$ cat src/rtl/i2c_target.sv
// I2C target with four 8-bit registers and an auto-incrementing pointer.
// Oversamples SCL/SDA on clk; SDA is open-drain via sda_oe.
module i2c_target #(
  parameter logic [6:0] ADDRESS = 7'h3A
) (
  input  logic       clk,
  input  logic       reset,
  input  logic       scl_in,
  input  logic       sda_in,
  output logic       sda_oe,
  output logic       busy,
  output logic       wr_strobe,
  output logic [1:0] wr_index,
  output logic [7:0] wr_data,
  input  logic [1:0] loc_index,
  output logic [7:0] loc_rdata
);

  typedef enum logic [2:0] {
    IDLE, ADDR, ADDR_ACK, WR_BYTE, WR_ACK, RD_BYTE, RD_ACK, IGNORE
  } state_t;

  state_t     state_reg, state_next;
  logic [2:0] bit_cnt_reg, bit_cnt_next;
  logic [7:0] shift_reg, shift_next;
  logic [1:0] ptr_reg, ptr_next;
  logic       ack_phase_reg, ack_phase_next;
  logic       first_reg, first_next;
  logic       sda_oe_reg, sda_oe_next;
  logic       busy_reg, busy_next;
  logic       wr_strobe_reg, wr_strobe_next;
  logic [1:0] wr_index_reg, wr_index_next;
  logic [7:0] wr_data_reg, wr_data_next;
  logic [7:0] regs [0:3];

  logic scl_meta, scl_sync, scl_prev;
  logic sda_meta, sda_sync, sda_prev;

  // Synchronizers are left unreset so they keep tracking the real bus
  // through reset and never fabricate a START/STOP edge on release.
  always_ff @(posedge clk) begin
    scl_meta <= scl_in;
    scl_sync <= scl_meta;
    scl_prev <= scl_sync;
    sda_meta <= sda_in;
    sda_sync <= sda_meta;
    sda_prev <= sda_sync;
  end

  logic scl_rise, scl_fall, start_det, stop_det;
  logic [7:0] byte_in, rd_byte;

  assign scl_rise  = scl_sync & ~scl_prev;
  assign scl_fall  = ~scl_sync & scl_prev;
  assign start_det = scl_sync & scl_prev & sda_prev & ~sda_sync;
  assign stop_det  = scl_sync & scl_prev & ~sda_prev & sda_sync;
  assign byte_in   = {shift_reg[6:0], sda_sync};
  assign rd_byte   = regs[ptr_reg];

  always_comb begin
    state_next     = state_reg;
    bit_cnt_next   = bit_cnt_reg;
    shift_next     = shift_reg;
    ptr_next       = ptr_reg;
    ack_phase_next = ack_phase_reg;
    first_next     = first_reg;
    sda_oe_next    = sda_oe_reg;
    busy_next      = busy_reg;
    wr_strobe_next = 1'b0;
    wr_index_next  = wr_index_reg;
    wr_data_next   = wr_data_reg;
    if (start_det) begin
      state_next     = ADDR;
      bit_cnt_next   = 3'd0;
      ack_phase_next = 1'b0;
      sda_oe_next    = 1'b0;
      busy_next      = 1'b1;
    end else if (stop_det) begin
      state_next     = IDLE;
      bit_cnt_next   = 3'd0;
      ack_phase_next = 1'b0;
      sda_oe_next    = 1'b0;
      busy_next      = 1'b0;
    end else begin
      case (state_reg)
        ADDR: if (scl_rise) begin
          shift_next   = byte_in;
          bit_cnt_next = bit_cnt_reg + 3'd1;
          if (bit_cnt_reg == 3'd7) begin
            ack_phase_next = 1'b0;
            if (byte_in[7:1] == ADDRESS) state_next = ADDR_ACK;
            else begin
              state_next  = IGNORE;
              sda_oe_next = 1'b0;
            end
          end
        end
        ADDR_ACK: if (scl_fall) begin
          if (!ack_phase_reg) begin
            sda_oe_next    = 1'b1;
            ack_phase_next = 1'b1;
          end else begin
            ack_phase_next = 1'b0;
            bit_cnt_next   = 3'd0;
            // shift_reg[0] still holds the R/W bit of the address byte
            if (shift_reg[0]) begin
              state_next  = RD_BYTE;
              shift_next  = rd_byte;
              ptr_next    = ptr_reg + 2'd1;
              sda_oe_next = ~rd_byte[7];
            end else begin
              state_next  = WR_BYTE;
              first_next  = 1'b1;
              sda_oe_next = 1'b0;
            end
          end
        end
        WR_BYTE: if (scl_rise) begin
          shift_next   = byte_in;
          bit_cnt_next = bit_cnt_reg + 3'd1;
          if (bit_cnt_reg == 3'd7) begin
            state_next     = WR_ACK;
            ack_phase_next = 1'b0;
            if (first_reg) begin
              ptr_next   = byte_in[1:0];
              first_next = 1'b0;
            end else begin
              wr_strobe_next = 1'b1;
              wr_index_next  = ptr_reg;
              wr_data_next   = byte_in;
              ptr_next       = ptr_reg + 2'd1;
            end
          end
        end
        WR_ACK: if (scl_fall) begin
          if (!ack_phase_reg) begin
            sda_oe_next    = 1'b1;
            ack_phase_next = 1'b1;
          end else begin
            sda_oe_next    = 1'b0;
            ack_phase_next = 1'b0;
            state_next     = WR_BYTE;
          end
        end
        RD_BYTE: begin
          // bit_cnt counts bits already clocked out, so it selects the next bit
          if (scl_rise) begin
            bit_cnt_next = bit_cnt_reg + 3'd1;
            if (bit_cnt_reg == 3'd7) state_next = RD_ACK;
          end else if (scl_fall) begin
            sda_oe_next = ~shift_reg[3'd7 - bit_cnt_reg];
          end
        end
        RD_ACK: begin
          if (scl_fall) sda_oe_next = 1'b0;
          else if (scl_rise) begin
            if (!sda_sync) begin
              state_next   = RD_BYTE;
              shift_next   = rd_byte;
              ptr_next     = ptr_reg + 2'd1;
              bit_cnt_next = 3'd0;
            end else begin
              state_next = IGNORE;
            end
          end
        end
        default: sda_oe_next = 1'b0;
      endcase
    end
  end

  always_ff @(posedge clk) begin
    if (reset) begin
      state_reg     <= IDLE;
      bit_cnt_reg   <= 3'd0;
      shift_reg     <= 8'h00;
      ptr_reg       <= 2'd0;
      ack_phase_reg <= 1'b0;
      first_reg     <= 1'b0;
      sda_oe_reg    <= 1'b0;
      busy_reg      <= 1'b0;
      wr_strobe_reg <= 1'b0;
      wr_index_reg  <= 2'd0;
      wr_data_reg   <= 8'h00;
    end else begin
      state_reg     <= state_next;
      bit_cnt_reg   <= bit_cnt_next;
      shift_reg     <= shift_next;
      ptr_reg       <= ptr_next;
      ack_phase_reg <= ack_phase_next;
      first_reg     <= first_next;
      sda_oe_reg    <= sda_oe_next;
      busy_reg      <= busy_next;
      wr_strobe_reg <= wr_strobe_next;
      wr_index_reg  <= wr_index_next;
      wr_data_reg   <= wr_data_next;
    end
  end

  // Registers commit in the cycle after wr_strobe, so a local read of the
  // same index shows the old value while the strobe is high.
  always_ff @(posedge clk) begin
    if (reset) begin
      for (int i = 0; i < 4; i++) regs[i] <= 8'h00;
    end else if (wr_strobe_reg) begin
      regs[wr_index_reg] <= wr_data_reg;
    end
  end

  assign sda_oe    = sda_oe_reg;
  assign busy      = busy_reg;
  assign wr_strobe = wr_strobe_reg;
  assign wr_index  = wr_index_reg;
  assign wr_data   = wr_data_reg;
  assign loc_rdata = regs[loc_index];

endmodule

$ cat config.mk
export PLATFORM = sky130hd
export DESIGN_NAME = i2c_target
export DESIGN_NICKNAME = d
export VERILOG_FILES = /design/src/rtl/i2c_target.sv
export SDC_FILE = /design/constraint.sdc
export NUM_CORES = 1
export LEC_CHECK = 0
export ABC_AREA = 1
export CORE_ASPECT_RATIO = 1.75
export CORE_MARGIN = 2
export CORE_UTILIZATION = 55
export CTS_BUF_LIST = sky130_fd_sc_hd__clkbuf_8
export DETAILED_ROUTE_END_ITERATION = 8
export GPL_TIMING_DRIVEN = 0
export PLACE_DENSITY = 0.75
export SETUP_SLACK_MARGIN = 0.4
export SYNTH_ARGS = -nofsm -noshare
export SYNTH_HDL_FRONTEND = slang
export SYNTH_SLANG_ARGS = --single-unit
$ cat constraint.sdc
create_clock -name clk -period 3 [get_ports clk]
set_input_delay 0.6 -clock clk [delete_from_list [all_inputs] [get_ports clk]]
set_output_delay 0.6 -clock clk [all_outputs]
set_load 0.03 [all_outputs]
# == Yosys cells after proc, flatten, opt, wreduce, memory -nomap -nowiden ==
# Memory sizes are Yosys's and may differ from the RTL's. A register that Yosys moved wholly into a read port is not among the register bits.
# Index checks and enable logic that the tools add are counted.
# classes
reduce_logical,24
n_eq_ne,43
bitwise_logic,19
muxes,77
n_lt_le_gt_ge,1
addsub,3
# op_table
cell,n
$mux W8,8
$mux W3,20
$ne A4 B4 Y1 const B,12
$ne A2 B2 Y1 const B,19
$mux W1,28
$mux W2,13
$reduce_and A13 Y1,2
$pmux W8 S3,1
$pmux W3 S6,1
$reduce_and A9 Y1,2
$eq A3 B3 Y1 const B,4
$not A1 Y1,12
$reduce_and A11 Y1,1
$reduce_and A10 Y1,1
$pmux W3 S3,1
$reduce_bool A3 Y1,3
$ne A2 B1 Y1 const B,4
$reduce_and A8 Y1,1
$reduce_bool A8 Y1,1
$reduce_or A8 Y1,1
$and A1 B1 Y1,7
$eq A7 B6 Y1 const B,1
$reduce_and A7 Y1,1
$eq A3 B2 Y1 const B,2
16 further kinds,21
# totals
output_inout_bits,21
ramBits,32
reg_bits,37
word_cells,187
in_bits,6
mem_count,1
# memory_table
memory,words,word_bits,rd,rd_ports_with_merged_regs,write_ports,line,rtl
regs,4,8,2,1,4,34,logic [7:0] regs [0:3];

# == Depth between registers and ports, before layout ==
# Gate-level depths: netlist (run 1).
# logic_depth
word_depth,7
depth_mapped,12
depth_no_buf,11

# == Worst setup path after synthesis (run 1) ==
# Ideal clock, no wire load.
# synth_timing
path_kind,input to output
start,in loc_index[0]
end,out loc_rdata[5]
cell_stages,4
required_ns,2.400
n_path_buf,1
arrival_time_ns,1.570
slack_ns,0.830
path_cell_list,inv_1 clkbuf_1 o21ai_0 o22ai_1
# synth_between
elab_chain_cells,1
# synth_rtl
item,line,rtl
from (decl),15,"input logic [1:0] loc_index,"
$mem_v2 Z4 W8,-,
to (decl),16,output logic [7:0] loc_rdata
# Every way passes these cells.

# == Final worst setup path (run 1) ==
# layout_timing
start,in loc_index[1]
end,out loc_rdata[4]
# The elaborated chain is that of the path after synthesis.

==> summary.txt, run 1 <==
Floorplan
  • Die Y: 114 um
  • Core box area: 6760 sq um
  • Die ar.: 7580 sq um
  • Boundary pin count: 27
  • Initial Utilization: 55.9%
  • Cell Rows: 40
  • Die width: 66.7 um

Timing
  • Final hold vios: 0
  • Fin crit share: 85.0%
  • Slew @ Worst Pin: 0.485 ns
  • RSZ-0062 raised after global routing: no
  • F_max: 0.392 GHz
  • Final setup violation count: 0
  • Slew Limit Headroom: 67.5%
  • Final min period: 2.55 ns
  • Slew Viols, Final: 0
  • Worst clock skew: 0.00638 ns

Flow run
  • Max-cap violations: 0

Critical path
  • CP max-delay cell: clkdlybuf4s50_1
  • Critical Path RT: 2.40 ns
  • Crit-path max FO: 9
  • Max incr delay on CP: 0.57 ns
  • Delay-heaviest family, CP: buffers and inverters
  • Startpoint type of the worst setup path: input pin
  • CP Class: in2out
  • CP bufs+invs: 3
  • CP arrival: 1.95 ns
  • Critical path endpoint category: output port
  • Critical Path, Cell by Cell: clkdlybuf4s50_1 > inv_2 > o21ai_0 > o22ai_1 > clkdlybuf4s15_2

Clocking
  • Clock Path Buffers: 2
  • CTS Root Cell: clkbuf_8
  • TritonCTS clock tree: yes
  • Cts hold-fix bufs: 0
  • Total clock sinks: 71
  • CTS H-tree lvls: 3
  • Clk Latency, worst-skew pair: 0.35 ns
  • Clock slew at reported path FFs: 0.07 ns
  • Cts bufs inserted: 9

Finish
  • Antenna cell count: 0
  • Fin util: 64.2%
  • Final Cell Area: 4340 sq um
  • Area growth from synthesis to layout: 14.8%
  • Nets: 534
  • Layout cells sized above 1: 12.6%
  • Max reg flops: 32

Yosys
  • Largest cells by area after synthesis: edfxtp_1 25%, dfxtp_1 21%, nor2_1 10%
  • Most used DFF post-synth: dfxtp_1
  • Seq/Total Area, Yosys: 46.1%
  • Post-synthesis cell area: 3780 sq um
  • Cell variety after synth: 38
  • Synth area leader: edfxtp_1
  • #FFs+latches synth: 71
  • Synth async-reset ratio: 0%
  • YS warnings: 0
  • Syn_nets: 497
  • Mean post-synth cell area: 7.73 sq um
  • Number of synthesized flops with an enable pin: 32
  • Cell count after synthesis: 489
  • Area fraction of the dominant cell type after synthesis: 25.4%

Global route
  • Tot GR Track Use: 27.2%
  • Largest net degree at the start of global routing: 12
  • Grt total ovfl: 0
  • Vias in the first global route: 3403
  • Initial antenna violation count: 0
  • First-pass GRT wire length: 15500 um

Pwr
  • Max VDD drop: 588 uV
  • Pwr/cell area: 738 nW/um^2
  • Leakage: 1.76 nW

Placed design
  • Placed Area: 4150 sq um
  • PortBufs: 26
  • DP Wirelength: 7600 um
  • Routability Congestion: 0.936

Drt
  • ANT nets after route: 0
  • DR WL/cell: 15.8 um
  • Vias/cell: 5.64
  • DR vias: 3468
  • Post-Route WL: 9690 um
  • First drt pass iteration count: 4
  • Drt drc: 0
  • Initial DRC count: 146

Min path
  • Min-Delay Path Class: reg2reg

Run status
  • Status: finished clean
[layout make-up]
type | count | area, sq um
fill | 621 | 2420
tap | 84 | 105
clock inverter | 5 | 25.0
inverter | 40 | 158
clock buffer | 11 | 151
multi-input combinational | 363 | 1780
sequential | 71 | 1740
buffer | 15 | 106
timing repair buffer | 26 | 269
[worst register-to-register path, delay by kind of cell (launching register included)]
kind                   cells  cell delay (ns)
buffers and inverters      1             0.26
AND/OR/NAND/NOR            3             0.75
AO/OA/AOI/OAI              2             0.34
flip-flops                 1             0.53
[cells in the final DEF (no fill, tap or decap), types with 3 or more instances in the layout]
master	netlist	routed
edfxtp_1	32	32
buf_6	5	5
nor3_1	6	6
a21oi_2	3	3
nand3_2	4	4
o21ai_0	53	53
dfxtp_1	39	39
inv_4	3	3
buf_2	4	4
clkdlybuf4s15_2	0	8
o22ai_1	15	15
nand3_1	19	19
a21boi_0	3	3
clkbuf_1	6	4
inv_1	36	36
clkbuf_8	0	11
nand2_1	96	95
nor2_4	4	4
nand2_2	3	4
nor2_1	105	105
clkdlybuf4s50_1	0	17
a21oi_1	25	25
nand4_1	3	3
nor2_2	4	4
[cells by family after synthesis]
| family | count (synthesis) | synth area share [%] |
|---|---|---|
| adders and majority gates | 2 | 0.662 |
| xor gates and xnor gates | 1 | 0.232 |
| buffers and inverters | 55 | 6.79 |
| DFF | 71 | 46.1 |
| and+or+nand+nor | 253 | 30.4 |
| AOI/OAI and AO/OA | 107 | 15.8 |
[power breakdown]
part	internal (mW)	switching, mW
sequential	1.12	0.111
clock	0.336	0.341
combinational	0.458	0.837
total	1.91	1.29
[cell usage after synthesis (3+ instances only)]
cell,count
a21boi_0,3
a21oi_1,25
a21oi_2,3
buf_2,4
buf_6,5
clkbuf_1,6
dfxtp_1,39
edfxtp_1,32
inv_1,36
inv_4,3
nand2_1,96
nand2_2,3
nand3_1,19
nand3_2,4
nand4_1,3
nor2_1,105
nor2_2,4
nor2_4,4
nor3_1,6
o21ai_0,53
o22ai_1,15
[path summary, 6_finish.rpt]
path                                   start            to  slack (ns)  cells after the start
worst min register to register      sda_meta      sda_sync        0.33                      0
worst min-delay path                sda_meta      sda_sync        0.33                      0
worst max register to register  state_reg[0]    wr_data[1]        0.99                      6
worst max-delay path            loc_index[1]  loc_rdata[4]        0.45                      5
[repair_timing]
action / in CTS / in global routing
endpoints found under the setup margin: 8 / 24
setup buffers: 0 / 0
gates resized for setup: 30 / 2
[layer usage]
metal	track usage (%)	vias up	part of all wire, %
met5	0	-	0
met4	18.6	0	6.1
met3	4.14	35	3.7
met2	52.7	117	55
met1	24.1	1608	35
li1	-	1708	-
[through the flow]
stage / worst slack, ns / instances / power, mW / hold WS [ns] / setup TNS, ns
finish: 0.451 / 615 / 3.20 / 0.331 / 0
global route: 0.409 / 615 / 3.42 / 0.341 / 0
CTS: 0.405 / 615 / 3.20 / 0.334 / 0
detailed placement: -0.362 / 599 / 2.53 / 0.317 / -2.66
global placement: -0.337 / 599 / 2.51 / 0.312 / -2.45
floorplan: 0.830 / 489 / 2.24 / 0.310 / 0
Note: power is estimated with default switching activity, not from simulation.
==> run 2: changes to the inputs <==
Clock period 3 ns to 2.65 ns, I/O delays scaled along.
==> summary.txt, run 2 (synthesized netlist as in run 1, its figures left out) <==
Run status
  • Status: finished clean

Critical path
  • Reg2Reg Depth: 6 (unchanged)
  • Startpoint type of the worst setup path: input pin
  • Critical Path Source: reset
  • CP arrival: 2.23 ns (+0.28 ns)
  • Crit-path max FO: 9 (unchanged)
  • R2R Path Start: state_reg[0]
  • CP Class: in2reg
  • Flop-to-flop setup slack: 0.65 ns (-0.34 ns)
  • Critical Path RT: 2.71 ns (+0.31 ns)
  • Critical path endpoint category: register
  • R2r endpoint: wr_data[1]

Floorplan
  • Initial Utilization: 55.9% (unchanged)
  • Boundary pin count: 27 (unchanged)
  • Cell Rows: 40 (unchanged)
  • Die Y: 114 um (unchanged)
  • Die ar.: 7580 sq um (unchanged)
  • Core box area: 6760 sq um (unchanged)
  • Die width: 66.7 um (unchanged)

Placed design
  • DP Wirelength: 7600 um (unchanged)
  • PortBufs: 26 (unchanged)
  • Routability Congestion: 0.936 (unchanged)

Finish
  • Max reg flops: 32 (unchanged)
  • Fin util: 64.5% (+0.26 points)
  • Area growth from synthesis to layout: 15.3%
  • Layout cells sized above 1: 13.7% (+1.1 points)
  • Nets: 535 (+0.19%)
  • Most common cell after layout, fill and taps aside: nor2_1
  • Antenna cell count: 0 (unchanged)
  • Commonest cells after routing, fill and taps aside: 105 x nor2_1, 91 x nand2_1, 53 x o21ai_0

Global route
  • Tot GR Track Use: 27.2% (about the same)
  • First-pass GRT wire length: 15500 um (about the same)
  • Initial antenna violation count: 0 (unchanged)
  • Vias in the first global route: 3397 (-0.18%)
  • Largest net degree at the start of global routing: 12 (unchanged)
  • Grt total ovfl: 0 (unchanged)

Drt
  • Drt drc: 0 (unchanged)
  • DR vias: 3451 (-0.49%)
  • Vias/cell: 5.60 (-0.65%)
  • DR WL/cell: 15.6 um (-0.76%)
  • ANT nets after route: 0 (unchanged)
  • Post-Route WL: 9640 um (-0.60%)
  • First drt pass iteration count: 4 (unchanged)
  • Initial DRC count: 136 (-6.8%)

Min path
  • Hold Path Sink: sda_sync
  • Min-Delay Path Class: reg2reg
  • Hold path depth: 0 (unchanged)
  • Hold_sp: sda_meta

Clocking
  • CTS Root Cell: clkbuf_8
  • TritonCTS clock tree: yes
  • Clk Latency, worst-skew pair: 0.35 ns (about the same)
  • Clock Path Buffers: 2 (unchanged)
  • Total clock sinks: 71 (unchanged)
  • Clock slew at reported path FFs: 0.07 ns (about the same)
  • CTS H-tree lvls: 3 (unchanged)
  • Cts hold-fix bufs: 0 (unchanged)
  • Cts bufs inserted: 9 (unchanged)

Timing
  • Worst clock skew: 0.00672 ns (+0.000345 ns)
  • Final setup violation count: 0 (unchanged)
  • Fin crit share: 81.7%
  • Final hold vios: 0 (unchanged)
  • Slew Viols, Final: 0 (unchanged)
  • F_max: 0.462 GHz
  • RSZ-0062 raised after global routing: no
  • WHS: 0.331 ns (unchanged)
  • Slew Limit Headroom: 68.8% (+1.2 points)
  • Final min period: 2.17 ns
  • Slew @ Worst Pin: 0.469 ns (-0.0166 ns)

Pwr
  • Max VDD drop: 667 uV (+14%)
  • Leakage: 1.77 nW (+0.53%)
  • Tot Pwr: 3.62 mW (+13%)
  • Pwr/cell area: 831 nW/um^2 (+13%)

Flow run
  • Max-cap violations: 0 (unchanged)
[run 2: changes by cell type in the layout (fill, tap and decap cells not counted), sizes merged]
cell           previous run  this run
buf                       9        10
clkdlybuf4s15             8         7
clkbuf                   17        18
clkdlybuf4s18             0         1
clkdlybuf4s50            17        16
[run 2: cell type report]
class,count,area [sq um]
Sequential cell,71,1740
Fill cell,616,2400
Timing Repair Buffer,27,270
Tap cell,84,105
Buffer,15,113
Multi-Input combinational cell,363,1790
Clock inverter,5,25.0
Inverter,40,158
Clock buffer,11,151
[run 2: per-stage QoR]
step / instances / worst slack [ns] / cell area [sq um] / TNS (ns)
after detailed placement: 599 / -0.572 / 4150 / -7.60
after global placement: 599 / -0.547 / 4150 / -6.92
after CTS: 616 / 0.412 / 4360 / 0
final: 616 / 0.484 / 4360 / 0
after floorplan: 489 / 0.620 / 3780 / 0
after global routing: 616 / 0.405 / 4360 / 0
[run 2: power breakdown]
part / total (mW) / switching (mW) / leakage [nW] / internal, mW
logic: 1.46 / 0.944 / 1.02 / 0.520
registers: 1.39 / 0.125 / 0.649 / 1.27
clock network: 0.766 / 0.385 / 0.0977 / 0.381
[run 2: worst max path at each step]
| stage | endpoint | slack [ns] | cells after the start |
|---|---|---|---|
| 2_1_floorplan | loc_rdata[5] | 0.62 | 4 |
| 3_3_place_gp | loc_rdata[4] | -0.55 | 6 |
| 3_5_place_dp | loc_rdata[4] | -0.57 | 6 |
| 4_1_cts | loc_rdata[4] | 0.41 | 6 |
| 5_1_grt | regs[2][4] | 0.40 | 4 |
| 6_report | regs[0][6] | 0.48 | 6 |
[run 2: routing by layer]
layer / up-vias / track usage [%] / routed length (um)
met5: - / 0 / 0
met2: 107 / 52.9 / 5300
met4: 0 / 18.6 / 613
li1: 1711 / - / -
met3: 38 / 4.14 / 354
met1: 1595 / 24.0 / 3360
[run 2: worst max-delay path, cell delays in order]
cell,delay (ns)
clkdlybuf4s50_1,0.61
clkinv_1,0.28
nand2_2,0.27
nor2_1,0.11
nand2_2,0.21
nand2_2,0.21
[run 2: what timing repair did]
| action | 4_1_cts | 5_1_grt |
|---|---|---|
| buffers inserted | 1 | 0 |
| endpoints found under the setup margin | 24 | 24 |
| resized for setup | 39 | 2 |
| pin swaps | 0 | 1 |
